[src/rtl/mem_access_unit_if.sv]
// rtl/mem_access_unit_if.sv - request/response and SRAM bus bundle for mem_access_unit
// Purpose: groups the per-port request channels, the shared response channel
//          and the single-port SRAM bus of mem_access_unit.
// Ports (slave = the unit's view):
//   req_valid/req_ready/req_we/req_signed/req_addr/req_width/req_wdata - packed per-port requests
//   resp_valid/resp_err/resp_data                                    - completion pulse and load data
//   mem_ce/mem_we/mem_addr_o/mem_sel_o/mem_data_o/mem_data_i         - SRAM bus
interface mem_access_unit_if #(
    parameter int NUM_PORTS = 2,
    parameter int DATA_W    = 32,
    parameter int ADDR_W    = 32
);
    localparam int BYTES = DATA_W / 8;

    logic [NUM_PORTS-1:0]        req_valid;
    logic [NUM_PORTS-1:0]        req_ready;
    logic [NUM_PORTS-1:0]        req_we;
    logic [NUM_PORTS-1:0]        req_signed;
    logic [NUM_PORTS*ADDR_W-1:0] req_addr;
    logic [NUM_PORTS*4-1:0]      req_width;
    logic [NUM_PORTS*DATA_W-1:0] req_wdata;
    logic [NUM_PORTS-1:0]        resp_valid;
    logic                        resp_err;
    logic [DATA_W-1:0]           resp_data;
    logic                        mem_ce;
    logic                        mem_we;
    logic [ADDR_W-1:0]           mem_addr_o;
    logic [BYTES-1:0]            mem_sel_o;
    logic [DATA_W-1:0]           mem_data_o;
    logic [DATA_W-1:0]           mem_data_i;

    modport slave (
        input  req_valid, req_we, req_signed, req_addr, req_width, req_wdata, mem_data_i,
        output req_ready, resp_valid, resp_err, resp_data,
        output mem_ce, mem_we, mem_addr_o, mem_sel_o, mem_data_o
    );

    modport master (
        output req_valid, req_we, req_signed, req_addr, req_width, req_wdata, mem_data_i,
        input  req_ready, resp_valid, resp_err, resp_data,
        input  mem_ce, mem_we, mem_addr_o, mem_sel_o, mem_data_o
    );
endinterface

[src/rtl/mem_access_unit.sv]
// rtl/mem_access_unit.sv - round-robin multi-port byte/half/word access unit in front of one SRAM
// Purpose: arbitrates NUM_PORTS requesters, splits unaligned accesses into two SRAM beats,
//          steers bytes onto little-endian lanes and sign/zero-extends load results.
// Ports:
//   clk - single clock, rising edge
//   rst - asynchronous active-low reset
//   bus - mem_access_unit_if.slave (requests, responses, SRAM bus)
module mem_access_unit #(
    parameter int NUM_PORTS = 2,
    parameter int DATA_W    = 32,
    parameter int ADDR_W    = 32
) (
    input  logic             clk,
    input  logic             rst,
    mem_access_unit_if.slave bus
);
    localparam int BYTES  = DATA_W / 8;
    localparam int OFF_W  = $clog2(BYTES);
    localparam int PTR_W  = (NUM_PORTS > 1) ? $clog2(NUM_PORTS) : 1;
    localparam int SPAN_W = 2 * BYTES;

    typedef enum logic [1:0] {IDLE, BEAT0, BEAT1, DONE} state_t;

    state_t               state;
    logic [PTR_W-1:0]     ptr;
    logic [PTR_W-1:0]     cur_port;
    logic [OFF_W-1:0]     cur_off;
    logic [3:0]           cur_width;
    logic                 cur_we;
    logic                 cur_signed;
    logic                 cur_err;
    logic [DATA_W-1:0]    cur_wdata;
    logic [DATA_W-1:0]    beat0_data;
    logic                 mem_ce_r;
    logic                 mem_we_r;
    logic [ADDR_W-1:0]    mem_addr_r;
    logic [BYTES-1:0]     mem_sel_r;
    logic [DATA_W-1:0]    mem_data_r;
    logic [NUM_PORTS-1:0] resp_valid_r;
    logic                 resp_err_r;

    function automatic logic width_ok(input logic [3:0] w);
        return (w == 4'd1) || (w == 4'd2) || (w == 4'd4) || ((w == 4'd8) && (DATA_W == 64));
    endfunction

    // All-ones over the low w bytes.
    function automatic logic [DATA_W-1:0] byte_mask(input logic [3:0] w);
        logic [DATA_W-1:0] m;
        m = '0;
        for (int b = 0; b < BYTES; b++)
            if (b < int'(w)) m[b*8 +: 8] = 8'hFF;
        return m;
    endfunction

    // Lane enables across two consecutive words: low half is beat 0, high half beat 1.
    function automatic logic [SPAN_W-1:0] lane_span(input logic [OFF_W-1:0] off, input logic [3:0] w);
        logic [SPAN_W-1:0] m;
        m = (SPAN_W'(1) << w) - SPAN_W'(1);
        return m << off;
    endfunction

    // Round-robin pick: scanning downward lets the smallest distance from ptr win.
    logic             grant_any;
    logic [PTR_W-1:0] grant_port;
    always_comb begin : rr_pick
        int idx;
        logic [PTR_W-1:0] pidx;
        grant_any  = 1'b0;
        grant_port = '0;
        idx        = 0;
        pidx       = '0;
        for (int i = NUM_PORTS - 1; i >= 0; i--) begin
            idx  = (int'(ptr) + i) % NUM_PORTS;
            pidx = PTR_W'(idx);
            if (bus.req_valid[pidx]) begin
                grant_any  = 1'b1;
                grant_port = pidx;
            end
        end
    end

    logic [ADDR_W-1:0] g_addr;
    logic [3:0]        g_width;
    logic [DATA_W-1:0] g_wdata;
    logic              g_we;
    logic              g_signed;
    logic [OFF_W-1:0]  g_off;
    logic [SPAN_W-1:0] g_span;
    logic [DATA_W-1:0] g_data0;

    assign g_addr   = bus.req_addr[int'(grant_port)*ADDR_W +: ADDR_W];
    assign g_width  = bus.req_width[int'(grant_port)*4 +: 4];
    assign g_wdata  = bus.req_wdata[int'(grant_port)*DATA_W +: DATA_W];
    assign g_we     = bus.req_we[grant_port];
    assign g_signed = bus.req_signed[grant_port];
    assign g_off    = g_addr[OFF_W-1:0];
    assign g_span   = lane_span(g_off, g_width);
    assign g_data0  = (g_wdata & byte_mask(g_width)) << (int'(g_off) * 8);

    logic [SPAN_W-1:0] cur_span;
    logic              cur_split;
    logic [DATA_W-1:0] cur_data1;

    assign cur_span  = lane_span(cur_off, cur_width);
    assign cur_split = (int'(cur_off) + int'(cur_width)) > BYTES;
    // Bytes that did not fit in beat 0 start at lane 0 of the next word.
    assign cur_data1 = (cur_wdata & byte_mask(cur_width)) >> ((BYTES - int'(cur_off)) * 8);

    // Load assembly: beat-0 bytes come from the captured word, the rest from the live SRAM output.
    logic [DATA_W-1:0] load_data;
    always_comb begin : load_assemble
        logic [DATA_W-1:0] raw;
        logic              sign;
        if (cur_split)
            raw = (beat0_data >> (int'(cur_off) * 8)) |
                  (bus.mem_data_i << ((BYTES - int'(cur_off)) * 8));
        else
            raw = bus.mem_data_i >> (int'(cur_off) * 8);
        raw  = raw & byte_mask(cur_width);
        sign = 1'b0;
        for (int b = 0; b < BYTES; b++)
            if (b == int'(cur_width) - 1) sign = raw[b*8 + 7];
        load_data = (cur_signed && sign) ? (raw | ~byte_mask(cur_width)) : raw;
    end

    always_ff @(posedge clk or negedge rst) begin
        if (!rst) begin
            state        <= IDLE;
            ptr          <= '0;
            cur_port     <= '0;
            cur_off      <= '0;
            cur_width    <= '0;
            cur_we       <= 1'b0;
            cur_signed   <= 1'b0;
            cur_err      <= 1'b0;
            cur_wdata    <= '0;
            beat0_data   <= '0;
            mem_ce_r     <= 1'b0;
            mem_we_r     <= 1'b0;
            mem_addr_r   <= '0;
            mem_sel_r    <= '0;
            mem_data_r   <= '0;
            resp_valid_r <= '0;
            resp_err_r   <= 1'b0;
        end else begin
            case (state)
                IDLE: begin
                    if (grant_any) begin
                        cur_port   <= grant_port;
                        cur_off    <= g_off;
                        cur_width  <= g_width;
                        cur_we     <= g_we;
                        cur_signed <= g_signed;
                        cur_wdata  <= g_wdata;
                        ptr        <= (grant_port == PTR_W'(NUM_PORTS - 1)) ? '0 : grant_port + 1'b1;
                        if (!width_ok(g_width)) begin
                            cur_err      <= 1'b1;
                            resp_valid_r <= NUM_PORTS'(1) << grant_port;
                            resp_err_r   <= 1'b1;
                            state        <= DONE;
                        end else begin
                            cur_err    <= 1'b0;
                            mem_ce_r   <= 1'b1;
                            mem_we_r   <= g_we;
                            mem_addr_r <= {g_addr[ADDR_W-1:OFF_W], {OFF_W{1'b0}}};
                            mem_sel_r  <= g_span[BYTES-1:0];
                            mem_data_r <= g_we ? g_data0 : '0;
                            state      <= BEAT0;
                        end
                    end
                end
                BEAT0: begin
                    if (cur_split) begin
                        mem_addr_r <= mem_addr_r + ADDR_W'(BYTES);
                        mem_sel_r  <= cur_span[SPAN_W-1:BYTES];
                        mem_data_r <= cur_we ? cur_data1 : '0;
                        state      <= BEAT1;
                    end else begin
                        mem_ce_r     <= 1'b0;
                        mem_we_r     <= 1'b0;
                        mem_sel_r    <= '0;
                        mem_data_r   <= '0;
                        resp_valid_r <= NUM_PORTS'(1) << cur_port;
                        resp_err_r   <= 1'b0;
                        state        <= DONE;
                    end
                end
                BEAT1: begin
                    beat0_data   <= bus.mem_data_i;
                    mem_ce_r     <= 1'b0;
                    mem_we_r     <= 1'b0;
                    mem_sel_r    <= '0;
                    mem_data_r   <= '0;
                    resp_valid_r <= NUM_PORTS'(1) << cur_port;
                    resp_err_r   <= 1'b0;
                    state        <= DONE;
                end
                DONE: begin
                    resp_valid_r <= '0;
                    resp_err_r   <= 1'b0;
                    state        <= IDLE;
                end
                default: state <= IDLE;
            endcase
        end
    end

    // Grant is combinational so the requester sees ready in the same cycle it is chosen.
    assign bus.req_ready  = (rst && (state == IDLE) && grant_any) ? (NUM_PORTS'(1) << grant_port) : '0;
    assign bus.resp_valid = resp_valid_r;
    assign bus.resp_err   = resp_err_r;
    assign bus.resp_data  = ((state == DONE) && !cur_we && !cur_err) ? load_data : '0;
    assign bus.mem_ce     = mem_ce_r;
    assign bus.mem_we     = mem_we_r;
    assign bus.mem_addr_o = mem_addr_r;
    assign bus.mem_sel_o  = mem_sel_r;
    assign bus.mem_data_o = mem_data_r;
endmodule

[src/flat_wrapper.sv]
// flat-port wrapper written by rule: the top's interface ports become plain ports
module mem_access_unit_flat 
#(
    parameter int NUM_PORTS = 2,
    parameter int DATA_W    = 32,
    parameter int ADDR_W    = 32
)
  (clk, rst, bus_req_valid, bus_req_we, bus_req_signed, bus_req_addr, bus_req_width, bus_req_wdata, bus_mem_data_i, bus_req_ready, bus_resp_valid, bus_resp_err, bus_resp_data, bus_mem_ce, bus_mem_we, bus_mem_addr_o, bus_mem_sel_o, bus_mem_data_o);
  mem_access_unit_if #(.NUM_PORTS(NUM_PORTS), .DATA_W(DATA_W), .ADDR_W(ADDR_W)) bus_i ();
  input  logic clk;
  input  logic rst;
  input wire logic [$bits(bus_i.req_valid)-1:0] bus_req_valid;
  input wire logic [$bits(bus_i.req_we)-1:0] bus_req_we;
  input wire logic [$bits(bus_i.req_signed)-1:0] bus_req_signed;
  input wire logic [$bits(bus_i.req_addr)-1:0] bus_req_addr;
  input wire logic [$bits(bus_i.req_width)-1:0] bus_req_width;
  input wire logic [$bits(bus_i.req_wdata)-1:0] bus_req_wdata;
  input wire logic [$bits(bus_i.mem_data_i)-1:0] bus_mem_data_i;
  output wire logic [$bits(bus_i.req_ready)-1:0] bus_req_ready;
  output wire logic [$bits(bus_i.resp_valid)-1:0] bus_resp_valid;
  output wire logic [$bits(bus_i.resp_err)-1:0] bus_resp_err;
  output wire logic [$bits(bus_i.resp_data)-1:0] bus_resp_data;
  output wire logic [$bits(bus_i.mem_ce)-1:0] bus_mem_ce;
  output wire logic [$bits(bus_i.mem_we)-1:0] bus_mem_we;
  output wire logic [$bits(bus_i.mem_addr_o)-1:0] bus_mem_addr_o;
  output wire logic [$bits(bus_i.mem_sel_o)-1:0] bus_mem_sel_o;
  output wire logic [$bits(bus_i.mem_data_o)-1:0] bus_mem_data_o;
  assign bus_i.req_valid = bus_req_valid;
  assign bus_i.req_we = bus_req_we;
  assign bus_i.req_signed = bus_req_signed;
  assign bus_i.req_addr = bus_req_addr;
  assign bus_i.req_width = bus_req_width;
  assign bus_i.req_wdata = bus_req_wdata;
  assign bus_i.mem_data_i = bus_mem_data_i;
  assign bus_req_ready = bus_i.req_ready;
  assign bus_resp_valid = bus_i.resp_valid;
  assign bus_resp_err = bus_i.resp_err;
  assign bus_resp_data = bus_i.resp_data;
  assign bus_mem_ce = bus_i.mem_ce;
  assign bus_mem_we = bus_i.mem_we;
  assign bus_mem_addr_o = bus_i.mem_addr_o;
  assign bus_mem_sel_o = bus_i.mem_sel_o;
  assign bus_mem_data_o = bus_i.mem_data_o;
  mem_access_unit #(.NUM_PORTS(NUM_PORTS), .DATA_W(DATA_W), .ADDR_W(ADDR_W)) u_core (.clk(clk), .rst(rst), .bus(bus_i));
endmodule
[config.mk]
export PLATFORM = sky130hd
export DESIGN_NAME = mem_access_unit_flat
export DESIGN_NICKNAME = d
export VERILOG_FILES = /design/src/rtl/mem_access_unit_if.sv /design/src/rtl/mem_access_unit.sv /design/src/flat_wrapper.sv
export SDC_FILE = /design/constraint.sdc
export NUM_CORES = 1
export LEC_CHECK = 0
export BUFFER_PORTS_ARGS = -buffer_cell sky130_fd_sc_hd__buf_2
export CAP_MARGIN = 40
export CORE_MARGIN = 2
export CORE_UTILIZATION = 54
export DETAILED_ROUTE_END_ITERATION = 12
export PLACE_DENSITY = 0.9
export SYNTH_ARGS = -nofsm -noshare
export SYNTH_HDL_FRONTEND = slang
export SYNTH_SLANG_ARGS = --single-unit
[constraint.sdc]
create_clock -name clk -period 4.55 [get_ports clk]
set_input_delay 0.91 -clock clk [delete_from_list [all_inputs] [get_ports clk]]
set_output_delay 0.91 -clock clk [all_outputs]
set_load 0.1 [all_outputs]
=== Word-level counts from Yosys, hierarchy flattened ===
Index checks and enable logic that the tools add are counted.

* Output and inout bits: 107
* RAM bits: 0
* Bits of input ports: 176
* Bits in latches: 0
* Memories kept: 0
* Memory bits (read-only): 0
* Bits in registers: 150
* Logic and storage cells: 152

* Multiplexer cells: 62
* Div/mod/pow operators: 0
* Shift-type cells: 14
* Add/sub/neg operators: 8
* Reductions and logical operators: 19
* Multipliers: 0
* Magnitude comparators: 12
* Bitwise logic cells: 6
* Equality and inequality tests: 14

{| class="wikitable"
|+ Operators with widths
! kind !! number
|-
| $mux 32 || 11
|-
| $shiftx 64x7->32 || 2
|-
| $and 32x32->32 || 3
|-
| $pmux 32 s3 || 1
|-
| $eq 3x32->1 const A || 2
|-
| $mux 8 || 8
|-
| $or 32x32->32 || 2
|-
| $pmux 32 s2 || 1
|-
| $shr 32x5->32 || 2
|-
| $add 32x3->32 const B || 1
|-
| $eq 2x32->1 const A || 1
|-
| $gt 32x4->1 const B || 1
|-
| $logic_not 32->1 || 1
|-
| $not 32->32 || 1
|-
| $shl 32x32->32 || 1
|-
| $shl 32x5->32 || 1
|-
| $shr 32x32->32 || 1
|-
| $mux 1 || 26
|-
| $lt 1x4->1 const A || 4
|-
| $lt 2x4->1 const A || 4
|-
| $pmux 2 s4 || 2
|-
| $shl 1x4->8 const A || 2
|-
| $sub 8x2->8 const B || 2
|-
| $mux 2 || 6
|-
| other kinds (29) || 49
|}

=== Logic depth before layout (Yosys ltp) ===
* Depth in word-level cells: 14
* Mapped depth: 14
* Mapped depth without buffers: 11

=== Worst setup path before layout ===
No wires, ideal clock.

* Kind: register to output
* Start: register u_core.cur_off[1]
* End: output bus_resp_data[23]
* Data arrival time: 5.301 ns
* Setup slack: -1.661 ns
* Buffers on the path: 3
* Stages on the path, launching flop included: 14
* Cell sequence: dfrtp_1 buf_2 inv_1 clkbuf_1 fa_1 nor2b_1 and4b_1 o21a_2 or2_1 buf_6 mux2i_4 o211ai_4 a31oi_4 a211oi_1

* Word-level cells in the longest chain between the ends: 12
* Elaborated cells on any way between the ends: 17
* Those cells by class: 2 x add/sub; 1 x order compare; 3 x shift; 7 x mux; 3 x bitwise; 1 x reduce/logical

{| class="wikitable"
|+ RTL lines
! element !! line !! text
|-
| from (decl) || mem_access_unit.sv:27 || <nowiki>logic [OFF_W-1:0] cur_off;</nowiki>
|-
| from (signal assigned) || mem_access_unit.sv:150 || <nowiki>cur_off <= g_off;</nowiki>
|-
| parallel branches: the longest is 3 deep, another holds $gt 32x4->1 || -- ||
|-
| $mux 32 (*) || mem_access_unit.sv:114 || <nowiki>if (cur_split)</nowiki>
|-
| $and 32x32->32 (*) || mem_access_unit.sv:119 || <nowiki>raw = raw & byte_mask(cur_width);</nowiki>
|-
| $mux 1 (4 in a row) || mem_access_unit.sv:122 || <nowiki>if (b == int'(cur_width) - 1) sign = raw[b*8 + 7];</nowiki>
|-
| $logic_and 1x1->1 || mem_access_unit.sv:123 || <nowiki>load_data = (cur_signed && sign) ? (raw | ~byte_mask(cur_width)) : raw;</nowiki>
|-
| $mux 32 (*) || mem_access_unit.sv:123 ||
|-
| $mux 32 (*) || mem_access_unit.sv:212 || <nowiki>assign bus.resp_data = ((state == DONE) && !cur_we && !cur_err) ? load_data : '0;</nowiki>
|-
| to (decl) || flat_wrapper.sv:22 || <nowiki>output wire logic [$bits(bus_i.resp_data)-1:0] bus_resp_data;</nowiki>
|}

Mark *: on every way between the ends.

=== Worst setup path in the final report ===
* Start: register u_core.cur_off[0]
* End: output bus_resp_data[8]

The elaborated chain is that of the path after synthesis.

==> flow_metrics.env <==
export IMPL_setup_viol_count_final=4
export IMPL_final_cell_mix="buf_2, nor2_1, dfrtp_1"
export IMPL_crit_top_cell="buf_12"
export IMPL_slew_headroom_pct=41.46
export IMPL_antenna_found_initial=0
export IMPL_clock_path_buffers=2
export IMPL_synth_cell_area_sq_um=10770
export IMPL_wl_met1_um=14360
export IMPL_clkTransAtPathRegs_ns=0.07
export IMPL_root_buffer="clkbuf_16"
export IMPL_die_w_um=145.2
export IMPL_yosys_warnings=0
export IMPL_netlist_area_leader_share_pct=34.40
export IMPL_hold_slack_ns=0.3764
export IMPL_status="finished with violations"
export IMPL_max_stage_delay_ns=0.49
export IMPL_vias_per_cell=6.586
export IMPL_endpoint_kind="output pin"
export IMPL_wl_per_cell_um=21.51
export IMPL_numCtsBuffers=17
export IMPL_layout_commonest_cell="buf_2"
export IMPL_min_path_type="input port to asynchronous set/reset pin"
export IMPL_final_hold_violation_count=0
export IMPL_dr_wl_met2_um=18650
export IMPL_grt_overflow=0
export IMPL_place_area_sq_um=13100
export IMPL_grt_max_degree=71
export IMPL_avgSynthCellArea_sq_um=8.379
export IMPL_cp_top_family="compound AO/OA/AOI/OAI gates"
export IMPL_clk_insertion_delay_late_ns=0.44
export IMPL_final_nets=1731
export IMPL_worst_path_buf_inv=4
export IMPL_area_growth_pct=30.37
export IMPL_fin_crit_sh_pct=100.3
export IMPL_drc=0
export IMPL_first_pass_iters=6
export IMPL_io_buffers=280
export IMPL_highest_layer="met4"
export IMPL_finClkSkew_ns=0.01885
export IMPL_ys_ff_latch=148
export IMPL_io_pins=283
export IMPL_die_h_um=145.2
export IMPL_rsz0062_at_grt="true"
export IMPL_synth_edf_count=0
export IMPL_crit_type="flip-flop to output pin"
export IMPL_cp_cell_sequence="ha_4 -> inv_2 -> fa_1 -> nor2b_4 -> and4b_1 -> o21a_4 -> or2_4 -> buf_12 -> a211oi_2 -> a311o_2 -> a31oi_4 -> buf_6 -> nor2_2 -> buf_12"
export IMPL_setup_ws_ns=-0.01175
export IMPL_grt_usage_pct=35.55
export IMPL_vias=12000
export IMPL_syn_inst=1285
export IMPL_fp_coreArea_sq_um=19530
export IMPL_ys_flop_type="dfrtp_1"
export IMPL_postCtsHoldBufs=0
export IMPL_grt_pass1_vias=11370
export IMPL_final_antenna_net_count=0
export IMPL_synth_area_top_cells="dfrtp_1, mux2i_1, nor2_1"
export IMPL_gp_congestion=0.9822
export IMPL_synth_cell_types=77
export IMPL_met3_wirelength_um=4621
export IMPL_yosys_area_top_type="dfrtp_1"
export IMPL_violations="setup timing"
export IMPL_multiInputGateArea_sq_um=6987
export IMPL_max_cap_violations=0
export IMPL_drtIter0Drc=1436
export IMPL_slew_viol_final=0
export IMPL_pre_cts_slack_ns=-0.01154
export IMPL_cts_sinks=148
export IMPL_worstMarginPinSlew_ns=0.8747
export IMPL_rrSetupSlack_ns=0.94
export IMPL_start_kind="flip-flop"
export IMPL_nFillCells=1439
export IMPL_crit_fanout=6
export IMPL_regArea_sq_um=3705
export IMPL_hpwlAfterDp_um=27700
export IMPL_wirelength_um=39190
export IMPL_initial_utilization_pct=55.14
export IMPL_fin_area_sq_um=14040
export IMPL_n_antenna_cell=0
export IMPL_grt_first_pass_wirelength_um=60420
export IMPL_period_minus_slack_ns=4.562
export IMPL_required_ns=3.64
export IMPL_cts_htree_levels=4
export IMPL_cts_tree="built"
export IMPL_synth_seq_area_share_pct=34.40
export IMPL_layout_drive_gt1_share_pct=31.98
export IMPL_cpMaxStageDelayCell="fa_1"
export IMPL_arrival_ns=3.65
export IMPL_fmax_ghz=0.2192
export IMPL_dieArea_sq_um=21080
export IMPL_async_reset_ff_share_pct=100.0
export IMPL_fp_row_count=51
==> worst reg2reg max path: cells and delay by family, from the launching register on <==
family	cells	cell delay (ns)
AOI/OAI and AO/OA	2	0.44
DFF	1	0.46
and+or+nand+nor	6	1.65
buffers and inverters	3	0.37
adders and majority gates	2	0.59
==> repair_timing <==
item,CTS,global route
setup buffers,7,2
resized for setup,16,44
hold endpoints to repair,0,0
gates cloned,0,1
pin swaps,8,15
endpoints found under the setup margin,31,31
==> path summary, 6_finish.rpt <==
kind                            depth (start not counted)                                     to                            startpoint
max in group asynchronous                               2      u_core.beat0_data[26]$_DFFE_PN0N_                                   rst
worst min register to register                          1   u_core.bus.mem_data_o[5]$_DFFE_PN0P_  u_core.bus.mem_data_o[5]$_DFFE_PN0P_
worst max-delay path                                   14                       bus_resp_data[8]         u_core.cur_off[0]$_DFFE_PN0P_
worst min-delay path                                    1    u_core.bus.mem_sel_o[1]$_DFFE_PN0P_                                   rst
worst max register to register                         13  u_core.bus.mem_data_o[29]$_DFFE_PN0P_         u_core.cur_off[0]$_DFFE_PN0P_
min in group clk                                        1   u_core.bus.mem_data_o[5]$_DFFE_PN0P_  u_core.bus.mem_data_o[5]$_DFFE_PN0P_
==> layout make-up <==
cell class | instances | share of cell area, %
repair buffers | 336 | 16.87
inverters | 14 | 0.3922
multi-input cells | 1027 | 49.78
flip-flops and latches | 148 | 26.39
clock inverters | 13 | 1.043
well taps | 265 | 2.362
clock buffers | 19 | 3.156
==> synth_stat cells (all sizes together), types with 6 or more instances <==
cell type	instances
a311oi	7
dfrtp	148
o221ai	32
a221o	9
o21ai	124
nor2b	8
nor2	175
or2	6
inv	14
o211ai	17
buf	42
a21oi	94
a221oi	7
mux2	42
mux4	7
a31oi	17
o22ai	43
a32oi	9
mux2i	109
o21a	10
ha	10
clkbuf	55
and3	16
a22oi	19
nor3	16
and2	7
nand3	34
nand2	145
==> cells by family after synthesis <==
kind of cell / share of synthesized area (%)
AO/OA/AOI/OAI: 25.43
XOR/XNOR: 0.4067
adder cells (fa/ha/maj): 1.348
buffers and inverters: 4.521
flip-flops: 34.40
multiplexers: 16.14
other: 0.03483
AND/OR/NAND/NOR: 17.72
==> per-stage QoR <==
| step | util [%] | std cells | TNS (ns) |
|---|---|---|---|
| final | 71.88 | 1822 | -0.01305 |
| after CTS | 70.73 | 1819 | -0.4351 |
| after global routing | 71.88 | 1822 | -1.640 |
| after global placement | 66.96 | 1777 | 0 |
| after detailed placement | 67.08 | 1780 | -0.01154 |
| after floorplan | - | 1286 | -0.2064 |
==> metal layers <==
layer  up-vias  GRT usage (%)
li1       5276              -
met1      5629          44.55
met2       938          58.48
met3       157          8.711
met4         0          15.54
met5         -              0
==> sequential cells by signal (all words and copies together), names as in the netlist <==
register,cells
u_core.ptr,1
u_core.state,2
u_core.bus.mem_we,1
u_core.bus.mem_sel_o,4
u_core.cur_signed,1
u_core.cur_width,4
u_core.beat0_data,32
u_core.bus.mem_data_o,32
u_core.bus.mem_ce,1
u_core.cur_wdata,32
u_core.cur_port,1
u_core.bus.resp_valid,2
u_core.cur_err,1
u_core.cur_off,2
u_core.cur_we,1
u_core.bus.resp_err,1
u_core.bus.mem_addr_o,30
Power is left out: the tool's default activity adds up to more than one toggle a clock period on the data nets, which glitch-free logic cannot reach.
